### src/rtl/note_playback_sequencer_pkg.sv
// Shared constants and types for the note record format.
// The recording path builds its records from these same constants.
// Field layout of one 62-bit record: {note[61:58], startUs[57:29], endUs[28:0]}.
package note_playback_sequencer_pkg;

    localparam int REC_W     = 62;
    localparam int NOTE_W    = 4;
    localparam int TIME_W    = 29;

    localparam int NOTE_MSB  = 61;
    localparam int NOTE_LSB  = 58;
    localparam int START_MSB = 57;
    localparam int START_LSB = 29;
    localparam int END_MSB   = 28;
    localparam int END_LSB   = 0;

    // An all-zero record marks the end of the recorded list
    localparam logic [REC_W-1:0] TERMINATOR = '0;

    typedef enum logic [2:0] {
        ST_IDLE,
        ST_FETCH,
        ST_WAITDATA,
        ST_WAITSTART,
        ST_PLAYING,
        ST_DONE
    } play_state_t;

    typedef struct packed {
        logic [NOTE_W-1:0] note;
        logic [TIME_W-1:0] start_us;
        logic [TIME_W-1:0] end_us;
    } note_rec_t;

    // Split a raw RAM word into its named fields
    function automatic note_rec_t unpack_record(input logic [REC_W-1:0] raw);
        note_rec_t rec;
        rec.note     = raw[NOTE_MSB:NOTE_LSB];
        rec.start_us = raw[START_MSB:START_LSB];
        rec.end_us   = raw[END_MSB:END_LSB];
        return rec;
    endfunction

endpackage

### src/rtl/note_playback_sequencer_us_timer.sv
// playback_us_timer: clock prescaler plus a saturating microsecond counter.
// clr has priority over en; the counter holds at all-ones instead of wrapping.
module playback_us_timer #(
    parameter int CLK_PER_US = 50,
    parameter int TIME_W     = 29
) (
    input  logic              clk,
    input  logic              resetn,
    input  logic              clr,
    input  logic              en,
    output logic [TIME_W-1:0] time_us
);

    localparam int PS_W = (CLK_PER_US > 1) ? $clog2(CLK_PER_US) : 1;
    localparam logic [PS_W-1:0] PS_LAST = PS_W'(CLK_PER_US - 1);

    logic [PS_W-1:0]   presc_reg;
    logic [TIME_W-1:0] time_reg;

    // Prescaler divides the clock down to 1 us ticks; counter saturates at max
    always_ff @(posedge clk or negedge resetn) begin
        if (!resetn) begin
            presc_reg <= '0;
            time_reg  <= '0;
        end else if (clr) begin
            presc_reg <= '0;
            time_reg  <= '0;
        end else if (en) begin
            if (presc_reg == PS_LAST) begin
                presc_reg <= '0;
                if (time_reg != '1) begin
                    time_reg <= time_reg + TIME_W'(1);
                end
            end else begin
                presc_reg <= presc_reg + PS_W'(1);
            end
        end
    end

    assign time_us = time_reg;

endmodule

### src/rtl/note_playback_sequencer.sv
// note_playback_sequencer: replays recorded note records from the note RAM
// against a local microsecond timebase, gating the tone generator.
// Optional build macro PLAYBACK_LOOP_EN: end of list restarts playback from
// address 0 / time 0 instead of stopping in DONE.
module note_playback_sequencer
    import note_playback_sequencer_pkg::*;
#(
    parameter int CLK_PER_US = 50,
    parameter int ADDR_W     = 7
) (
    input  logic              clk,
    input  logic              resetn,
    input  logic              start,
    input  logic              stop,
    output logic [ADDR_W-1:0] readAddress,
    input  logic [REC_W-1:0]  readData,
    output logic              noteActive,
    output logic [NOTE_W-1:0] noteCode,
    output logic [TIME_W-1:0] timeUs,
    output logic              busy,
    output logic              done
);

    play_state_t       state_reg, state_next;
    logic [ADDR_W-1:0] addr_reg, addr_next;
    note_rec_t         rec_reg, rec_next;
    logic              active_reg, active_next;
    logic [NOTE_W-1:0] code_reg, code_next;
    logic              done_reg, done_next;

    note_rec_t         incoming;
    logic              go;
    logic              is_term;
    logic              rec_skip;
    logic              step_wd;
    logic              gate_on;
    logic              gate_off;
    logic              advance;
    logic              list_end;
    logic              loop_restart;
    logic              restart;

    // Event decode shared by the next-state and output logic. Control inputs
    // pre-empt every per-state event.
    assign incoming = unpack_record(readData);
    assign go       = !stop && !start;
    assign is_term  = (readData == TERMINATOR);
    // Malformed (end not after start) or already expired records are skipped
    assign rec_skip = (incoming.end_us <= incoming.start_us) || (timeUs >= incoming.end_us);
    assign step_wd  = go && (state_reg == ST_WAITDATA);
    assign gate_on  = go && (state_reg == ST_WAITSTART) && (timeUs >= rec_reg.start_us);
    assign gate_off = go && (state_reg == ST_PLAYING) && (timeUs >= rec_reg.end_us);
    assign advance  = (step_wd && !is_term && rec_skip) || gate_off;
    // Moving past the last address ends the list rather than wrapping to 0
    assign list_end = (step_wd && is_term) || (advance && (addr_reg == '1));

`ifdef PLAYBACK_LOOP_EN
    assign loop_restart = list_end;
`else
    assign loop_restart = 1'b0;
`endif

    assign restart = (start && !stop) || loop_restart;

    // State and datapath registers
    always_ff @(posedge clk or negedge resetn) begin
        if (!resetn) begin
            state_reg  <= ST_IDLE;
            addr_reg   <= '0;
            rec_reg    <= '0;
            active_reg <= 1'b0;
            code_reg   <= '0;
            done_reg   <= 1'b0;
        end else begin
            state_reg  <= state_next;
            addr_reg   <= addr_next;
            rec_reg    <= rec_next;
            active_reg <= active_next;
            code_reg   <= code_next;
            done_reg   <= done_next;
        end
    end

    // Next-state selection: stop beats start, start beats everything else
    always_comb begin
        state_next = state_reg;
        if (stop) begin
            state_next = ST_IDLE;
        end else if (restart) begin
            state_next = ST_FETCH;
        end else if (list_end) begin
            state_next = ST_DONE;
        end else if (advance) begin
            state_next = ST_FETCH;
        end else begin
            case (state_reg)
                ST_FETCH:     state_next = ST_WAITDATA;
                ST_WAITDATA:  state_next = ST_WAITSTART;
                ST_WAITSTART: if (gate_on) state_next = ST_PLAYING;
                default:      state_next = state_reg;
            endcase
        end
    end

    // Datapath updates: address, latched record, note gate and done flag
    always_comb begin
        addr_next   = addr_reg;
        rec_next    = rec_reg;
        active_next = active_reg;
        code_next   = code_reg;
        done_next   = done_reg;
        if (stop) begin
            active_next = 1'b0;
            code_next   = '0;
            done_next   = 1'b0;
        end else if (restart) begin
            addr_next   = '0;
            active_next = 1'b0;
            code_next   = '0;
            done_next   = 1'b0;
        end else begin
            if (step_wd) begin
                rec_next = incoming;
            end
            if (gate_on) begin
                active_next = 1'b1;
                code_next   = rec_reg.note;
            end
            if (gate_off) begin
                active_next = 1'b0;
                code_next   = '0;
            end
            if (list_end) begin
                done_next   = 1'b1;
                active_next = 1'b0;
                code_next   = '0;
            end else if (advance) begin
                addr_next = addr_reg + ADDR_W'(1);
            end
        end
    end

    // The timebase runs only while actively sequencing and restarts with playback
    playback_us_timer #(
        .CLK_PER_US (CLK_PER_US),
        .TIME_W     (TIME_W)
    ) u_timer (
        .clk     (clk),
        .resetn  (resetn),
        .clr     (restart),
        .en      (busy),
        .time_us (timeUs)
    );

    assign busy        = (state_reg != ST_IDLE) && (state_reg != ST_DONE);
    assign readAddress = addr_reg;
    assign noteActive  = active_reg;
    assign noteCode    = code_reg;
    assign done        = done_reg;

endmodule

### config.mk
export PLATFORM = sky130hd
export DESIGN_NAME = note_playback_sequencer
export DESIGN_NICKNAME = d
export VERILOG_FILES = /design/src/rtl/note_playback_sequencer_pkg.sv /design/src/rtl/note_playback_sequencer_us_timer.sv /design/src/rtl/note_playback_sequencer.sv
export SDC_FILE = /design/constraint.sdc
export NUM_CORES = 1
export LEC_CHECK = 0
export BUFFER_PORTS_ARGS = -buffer_cell sky130_fd_sc_hd__buf_2
export CAP_MARGIN = 15
export CORE_MARGIN = 8
export CORE_UTILIZATION = 50
export CTS_CLUSTER_SIZE = 16
export DETAILED_ROUTE_END_ITERATION = 10
export PLACE_DENSITY = 0.71
export SYNTH_ARGS = -nofsm -noshare
export SYNTH_HDL_FRONTEND = slang
export SYNTH_SLANG_ARGS = --single-unit
### constraint.sdc
create_clock -name clk -period 3.24 [get_ports clk]
set_input_delay 0.162 -clock clk [delete_from_list [all_inputs] [get_ports clk]]
set_output_delay 0.162 -clock clk [all_outputs]
set_load 0.02 [all_outputs]
==> metrics.csv, run 1 <==
stage,metric,value,unit
status,status,finished clean,
clock_network,clock_latency,420,ps
floorplan,core-area,0.0157,mm^2
power,finalPower,4420,uW
clock_network,cts_tree,yes,
clock_network,clkTransAtPathRegs,60,ps
sta,finalSetupViolCount,0,
yosys,syn_area,0.00797,mm^2
power,p_leak,0.00515,uW
route,wirelength,23.5,mm
global_routing,antenna_found_initial,0,
global_routing,grt_overflow,0,
yosys,ys_seq_area_share,35.5,%
layout,n_antenna_cell,0,
yosys,synth_cell_types,61,
yosys,ys_warn_count,0,
sta,relSlewSlack,44.4,%
placed_design,port_buffers,108,
sta,period_share,94.5,%
route,wl_per_cell,17.9,um
placed_design,hpwl,18.0,mm
placed_design,gp_congestion,0.862,
yosys,yosys-top-cells-count,"134 x nand2_1, 127 x inv_1, 120 x ha_1",
layout,final_nets,1270,
clock_network,h-tree-depth,4,
clock_network,post-cts-setup-buffers,0,
power,ir_drop,0.402,mV
sta,post-route-min-period,3060,ps
clock_network,cts_max_path_buffers,2,
yosys,ys.flop_type,dfrtp_1,
placed_design,pre_cts_ws,344,ps
yosys,postSynth.asyncResetShare,100,%
sta,tightest_slew,833,ps
layout,final_layout_size_suffix_gt1_share,15.7,%
layout,fill_cells,1418,
floorplan,die_h,142,um
sta,drv_slew,0,
route,via_per_inst,5.53,
clock_network,cts.sinks,113,
layout,design_area,0.00964,mm^2
yosys,yosysMostFrequentCell,nand2_1,
floorplan,dieArea,0.0202,mm^2
global_routing,grt_use_total,24.0,%
yosys,syn_area_per_cell,8.46,um^2
yosys,ys_seq_elements,113,
critical_path,crit_type,primary input to register,
critical_path,cp.required,3600,ps
yosys,synth-edff-count,0,
yosys,synth.top_cell.area_share,35.5,%
critical_path,cp_max_fo,4,
critical_path,crit_arrival,3420,ps
floorplan,rows,46,
yosys,netlist_instances,941,
route,drt_iter0_drc,529,
sta,worst_clock_skew,7.10,ps
yosys,synth_fp_nets,1127,
critical_path,cp-start-kind,primary input,
sta,tns,0,ps
power,cellPowerDensity,459,mW/mm^2
layout,largest_reg_flops,62,
sta,max_freq,0.327,GHz
global_routing,grt_pass1_wl,37.6,mm
sta,rsz0062_at_grt,no,
critical_path,cp-end-kind,register,
floorplan,die_x,142,um
layout,syn_to_final_growth,21.0,%
global_routing,grt_pass1_vias,7136,
route,vias,7264,
clock_network,cts_buffers,17,
yosys,synth_area_leader_cell,dfrtp_1,
route,ant_nets,0,
floorplan,initial_utilization,50.7,%
floorplan,io_pins,109,
global_routing,grt_max_degree,70,
yosys,ys_top_cells_by_area,"dfrtp_1 36%, ha_1 19%, nand2_1 6.3%",
route,dr.pass1.iters,5,
placed_design,dpl_cell_area,0.00881,mm^2
route,drcViolationCount,0,
min_path,min_path_type,primary input to register,
sta,hold_violations,0,
sta,timing.final.ws_setup,178,ps
run,cap_violations,0,
clock_network,root_buffer,clkbuf_16,
cell families after synthesis:
| group | synth area share (%) |
|---|---|
| xor gates and xnor gates | 2.64 |
| buffers and inverters | 7.37 |
| AOI/OAI and AO/OA | 14.9 |
| DFF | 35.5 |
| muxes | 0.503 |
| adders and majority gates | 18.9 |
| and+or+nand+nor | 20.3 |
power by group:
| group | leakage (uW) | internal, uW | switching, uW |
|---|---|---|---|
| clock network | 0.000272 | 1210 | 719 |
| registers | 0.00135 | 1610 | 83.7 |
| logic | 0.00354 | 307 | 496 |
per-stage QoR:
step / hold WS [ps] / util [%] / instances
floorplan: -134 / - / 941
global placement: 313 / 56.0 / 1258
detailed placement: 294 / 56.0 / 1258
CTS: 0.883 / 61.3 / 1313
global route: 18.0 / 61.3 / 1313
finish: 13.8 / 61.3 / 1313
layer usage:
metal	up-vias	part of all wire, %	global-route usage [%]	routed length, um
met3	33	7.1	6.24	1680
met1	3441	44	30.1	10300
met2	225	47	39.0	11100
met5	-	0	0	0
li1	3565	-	-	-
met4	0	1.8	8.76	429
final cells by class:
type / instances / area, um^2 / area share [%]
multi-input combinational: 677 / 4570 / 47.4
sequential: 113 / 2830 / 29.3
timing repair buffer: 148 / 901 / 9.35
inverter: 127 / 477 / 4.95
clock buffer: 19 / 433 / 4.49
tap: 216 / 270 / 2.80
clock inverter: 13 / 163 / 1.69
cell usage in the layout (no fill, tap or decap), types with 4 or more instances in the layout:
cell type and instances:
nand4_1 34, clkinvlp_4 6, buf_2 107, or3_1 8, a21oi_1 69, a22o_1 4
o21ai_0 70, buf_4 18, mux2i_1 4, and4_1 7, nand2_1 134, and3_1 9
inv_1 127, nor4_1 18, xor2_1 14, ha_1 120, a31oi_1 4, dlygate4sd3_1 23
nor2b_1 6, dfrtp_1 113, o21ai_1 15, xnor2_1 10, nand2b_1 6, and2_1 5
nor2_1 44, clkbuf_16 17, nor3_1 9, nand3_1 24, a21o_1 13
path summary, 6_finish.rpt:
check | slack (ps) | startpoint | end | depth (start not counted)
worst max-delay path | 180 | readData[57] | noteCode[2] | 12
worst min-delay path | 10 | readData[40] | rec_reg[40] | 3
worst max register to register | 400 | u_timer.time_us[17] | u_timer.time_us[13] | 9
worst min register to register | 480 | rec_reg[58] | rec_reg[58] | 2
max in group asynchronous | 2040 | resetn | u_timer.presc_reg[5] | 3
min in group asynchronous | 370 | resetn | u_timer.time_us[9] | 2
critical path, stage by stage:
cell	delay (ps)
dlygate4sd3_1	550
buf_2	150
inv_1	50
ha_1	290
and3_1	210
nand4_1	170
or4_1	600
a31oi_1	290
or3_1	200
a211oi_2	90
nor3_1	410
a22o_1	240
timing repair:
action,CTS,global route
endpoints found under the hold margin,76,0
gates resized for setup,0,1
setup endpoints to repair,0,2
hold buffers,23,0
Power figures use the tool's default switching activity.
==> run 2, diff against run 1 <==
- BUFFER_PORTS_ARGS: -buffer_cell sky130_fd_sc_hd__buf_2 -> -buffer_cell sky130_fd_sc_hd__clkbuf_2
==> metrics.csv, run 2 (synthesized netlist as in run 1, its figures left out) <==
stage,metric,value,unit
status,status,finished clean,
clock_network,cts_max_path_buffers,2,
critical_path,cp-start-kind,register,
min_path,min_path_type,primary input to register,
critical_path,crit_type,register to register,
layout,layout_common_cells,"134 x nand2_1, 127 x inv_1, 120 x ha_1",
sta,drv_slew,0,
sta,tightest_slew,749,ps
floorplan,core-area,0.0157,mm^2
clock_network,cts.sinks,113,
global_routing,grt_overflow,0,
route,wl_per_cell,17.7,um
floorplan,die_x,142,um
layout,final_nets,1264,
layout,syn_to_final_growth,20.7,%
clock_network,cts_resized,0,
route,wirelength,23.1,mm
critical_path,cp_max_fo,7,
sta,rsz0062_at_grt,no,
placed_design,hpwl,17.5,mm
run,cap_violations,0,
sta,post-route-min-period,2890,ps
route,dr.pass1.iters,5,
clock_network,root_buffer,clkbuf_16,
clock_network,post-cts-setup-buffers,0,
critical_path,cp.required,3560,ps
route,drcViolationCount,0,
sta,period_share,89.3,%
sta,hold_violations,0,
power,p_leak,0.00515,uW
critical_path,crit_arrival,3210,ps
clock_network,hold_buffers,17,
layout,final_common_cell,nand2_1,
power,cellPowerDensity,464,mW/mm^2
route,vias,7249,
floorplan,initial_utilization,50.7,%
power,finalPower,4460,uW
sta,max_freq,0.346,GHz
placed_design,port_buffers,108,
global_routing,grt_max_degree,62,
layout,largest_reg_flops,62,
critical_path,cp-end-kind,register,
global_routing,grt_pass1_wl,37.6,mm
global_routing,antenna_found_initial,0,
sta,relSlewSlack,50.1,%
clock_network,cts_tree,yes,
global_routing,grt_pass1_vias,7312,
sta,tns,0,ps
floorplan,die_h,142,um
floorplan,rows,46,
clock_network,clkTransAtPathRegs,60,ps
power,ir_drop,0.343,mV
clock_network,clock_latency,430,ps
route,via_per_inst,5.55,
clock_network,h-tree-depth,4,
route,ant_nets,0,
sta,finalSetupViolCount,0,
sta,worst_clock_skew,7.44,ps
global_routing,grt_use_total,24.0,%
floorplan,dieArea,0.0202,mm^2
layout,n_antenna_cell,0,
layout,final_layout_size_suffix_gt1_share,15.6,%
placed_design,gp_congestion,0.885,
floorplan,io_pins,109,
clock_network,cts_buffers,17,
route,drt_iter0_drc,445,
run 2: cell types whose count changed in the layout (fill, tap and decap cells not counted), moves of 6 or more:
| cell | delta |
|---|---|
| clkinvlp_4 | -6 |
| dlygate4sd3_1 | -6 |
| clkbuf_2 | +107 |
| buf_2 | -107 |
| clkbuf_8 | +9 |
run 2: per-stage QoR:
stage	hold slack, ps	cell area, um^2	setup slack [ps]	util [%]	cells
after floorplan	-134	7970	677	-	941
after global placement	283	8820	509	56.1	1258
after detailed placement	289	8820	445	56.1	1258
after CTS	1.34	9610	443	61.2	1306
after global routing	4.72	9610	190	61.2	1306
final	7.10	9610	346	61.2	1306
run 2: worst paths after layout:
kind                                         start           end  slack (ps)  cells past startpoint
worst max-delay path            u_timer.time_us[3]  state_reg[1]         350                      9
worst min-delay path                  readData[15]   rec_reg[15]           7                      3
worst max register to register  u_timer.time_us[3]  state_reg[1]         350                      9
worst min register to register         rec_reg[61]   rec_reg[61]         470                      2
max in group asynchronous                   resetn   rec_reg[28]        2090                      3
min in group asynchronous                   resetn   rec_reg[11]         360                      2
run 2: report_power, final:
part,internal (uW),switching (uW),leakage [uW]
Combinational,303,491,0.00349
Clock,1310,661,0.000309
Sequential,1610,81.7,0.00135
run 2: final cells by class:
type,count,area (um^2)
multi-input combinational,677,4560
inverter,127,477
sequential,113,2830
fill,1399,6100
timing repair buffer,142,853
clock buffer,28,557
clock inverter,3,65.1
tap,216,270
run 2: critical path, cell delays in order, from the launching register on:
cell and delay, ps:
dfrtp_1 480, ha_1 340, a21oi_1 130, nor2b_1 60, o311ai_1 380, a21oi_1 190
nor3_1 420, a211oi_1 190, a211o_1 320, o41ai_2 280
run 2: per-layer routing:
metal / up-vias / global-route usage [%] / wire length [um]
li1: 3538 / - / -
met1: 3483 / 30.0 / 10000
met2: 194 / 39.2 / 11000
met3: 34 / 6.78 / 1620
met4: 0 / 7.46 / 427
met5: - / 0 / 0
==> run 3, diff against run 2 <==
--- a/config.mk
+++ b/config.mk
@@ -9,8 +9,9 @@
 export CAP_MARGIN = 15
 export CORE_MARGIN = 8
-export CORE_UTILIZATION = 50
+export CORE_UTILIZATION = 59
 export CTS_CLUSTER_SIZE = 16
 export DETAILED_ROUTE_END_ITERATION = 10
-export PLACE_DENSITY = 0.71
+export PLACE_DENSITY = 0.82
+export SKIP_CTS_REPAIR_TIMING = 1
 export SYNTH_ARGS = -nofsm -noshare
 export SYNTH_HDL_FRONTEND = slang
==> constraint.sdc (replaced) <==
create_clock -name clk -period 3.24 [get_ports clk]
set_input_delay 0.162 -clock clk [delete_from_list [all_inputs] [get_ports clk]]
set_output_delay 0.162 -clock clk [all_outputs]
set_load 0.1 [all_outputs]
==> metrics.csv, run 3 (synthesized netlist as in run 1, its figures left out) <==
stage,metric,value,unit
min_path,min_path_type,primary input to register,
route,dr.pass1.iters,5,
placed_design,gp_congestion,0.880,
global_routing,antenna_found_initial,0,
route,drcViolationCount,0,
layout,syn_to_final_growth,17.6,%
placed_design,port_buffers,108,
critical_path,crit_slowest_cell,or4b_1,
sta,post-route-min-period,2860,ps
sta,drv_slew,0,
clock_network,root_buffer,clkbuf_16,
critical_path,cp_num_buf_inv,1,
floorplan,die_x,132,um
clock_network,clock_latency,430,ps
floorplan,io_pins,109,
critical_path,cp_max_fo,9,
floorplan,initial_utilization,60.4,%
status,violations,hold timing,
sta,worst_clock_skew,9.31,ps
sta,relSlewSlack,42.9,%
critical_path,slowest_delay,520,ps
critical_path,cp_top_family,simple AND/OR/NAND/NOR gates,
power,power_frac_comb,20.2,%
sta,hold_violations,5,
sta,rsz0062_at_grt,no,
route,drt_iter0_drc,678,
layout,final_common_cell,nand2_1,
clock_network,h-tree-depth,4,
clock_network,cts_buffers,17,
critical_path,critPathMostFrequentCell,and4_1,
route,wl_per_cell,18.0,um
power,p_sw,1290,uW
layout,final_layout_size_suffix_gt1_share,15.4,%
status,status,"complete, but fails checks",
clock_network,cts_tree,yes,
route,via_per_inst,5.89,
route,ant_nets,0,
layout,final_util,71.0,%
global_routing,grt_overflow,0,
layout,layout_common_cells,"134 x nand2_1, 127 x inv_1, 120 x ha_1",
critical_path,cp.required,3520,ps
critical_path,crit_arrival,3140,ps
sta,finalSetupViolCount,0,
route,vias,7375,
power,power_switching_share,29.8,%
layout,largest_reg_flops,62,
critical_path,cp-end-kind,register,
floorplan,die_h,132,um
floorplan,rows,42,
power,p_leak,0.00506,uW
clock_network,cts_max_path_buffers,2,
floorplan,dieArea,0.0175,mm^2
sta,tightest_slew,855,ps
sta,timing.hold.ws,-10.4,ps
global_routing,grt_pass1_vias,7260,
power,ir_drop,0.325,mV
run,cap_violations,0,
critical_path,path_cells,and4_1 > and4_1 > nand3_1 > o41ai_2 > nor3_1 > buf_4 > or4b_1 > xor2_1 > nor2_1,
clock_network,cts.sinks,113,
clock_network,clkTransAtPathRegs,50,ps
layout,fill_cells,1019,
power,pwr-share-seq,39.0,%
floorplan,core-area,0.0132,mm^2
power,p_int,3030,uW
power,cellPowerDensity,460,mW/mm^2
critical_path,crit_type,register to register,
sta,period_share,88.2,%
critical_path,cp-start-kind,register,
global_routing,grt_max_degree,64,
global_routing,grt_use_total,26.2,%
route,wirelength,22.6,mm
placed_design,hpwl,17.1,mm
sta,tns,0,ps
layout,final_nets,1252,
critical_path,reg2reg_slack,380,ps
power,clkPwrFrac,40.8,%
global_routing,grt_pass1_wl,36.9,mm
sta,max_freq,0.350,GHz
layout,n_antenna_cell,0,
## run 3: routing by layer
metal  wire [um]  GRT usage (%)
met5           0              0
met4         646           10.9
met3        1850           7.43
met2       10600           41.2
met1        9450           33.2
## run 3: worst reg2reg max path, delay by kind of cell (launching register included)
kind | cells | cell delay (ps)
simple gates | 6 | 1680
flops | 1 | 470
buf+inv | 1 | 240
xor+xnor | 1 | 180
compound gates | 1 | 140
## run 3: power groups by stage
| stage | combinational, uW | clock, uW | sequential (uW) |
|---|---|---|---|
| after floorplan | 491 | 0 | 1760 |
| after global placement | 811 | 0 | 1700 |
| after detailed placement | 852 | 0 | 1710 |
| after CTS | 863 | 1770 | 1680 |
| after global routing | 995 | 1840 | 1700 |
| final | 870 | 1760 | 1680 |
## run 3: through the flow
step / std cells / worst slack, ps / total power, uW / cell area (um^2)
finish: 1252 / 383 / 4310 / 9370
global route: 1252 / 262 / 4540 / 9370
CTS: 1245 / 442 / 4320 / 9300
detailed placement: 1216 / 457 / 2560 / 8750
global placement: 1216 / 482 / 2510 / 8750
floorplan: 941 / 79.4 / 2250 / 7970
## run 3: layout make-up
type                       count  area [um^2]  area share [%]
timing repair buffer         130          738            7.88
multi-input combinational    677         4560            48.7
sequential                   113         2830            30.2
clock inverter                 6         57.6           0.614
clock buffer                  23          488            5.21
tap                          176          220            2.35
inverter                     127          477            5.09
## run 3: final timing paths
kind	startpoint	end	cells past startpoint
hold / removal	readData[53]	rec_reg[53]	3
min in group asynchronous	resetn	rec_reg[9]	2
hold reg to reg	rec_reg[59]	rec_reg[59]	2
setup / recovery	u_timer.time_us[4]	u_timer.time_us[27]	9
max in group asynchronous	resetn	rec_reg[26]	3
setup reg to reg	u_timer.time_us[4]	u_timer.time_us[27]	9
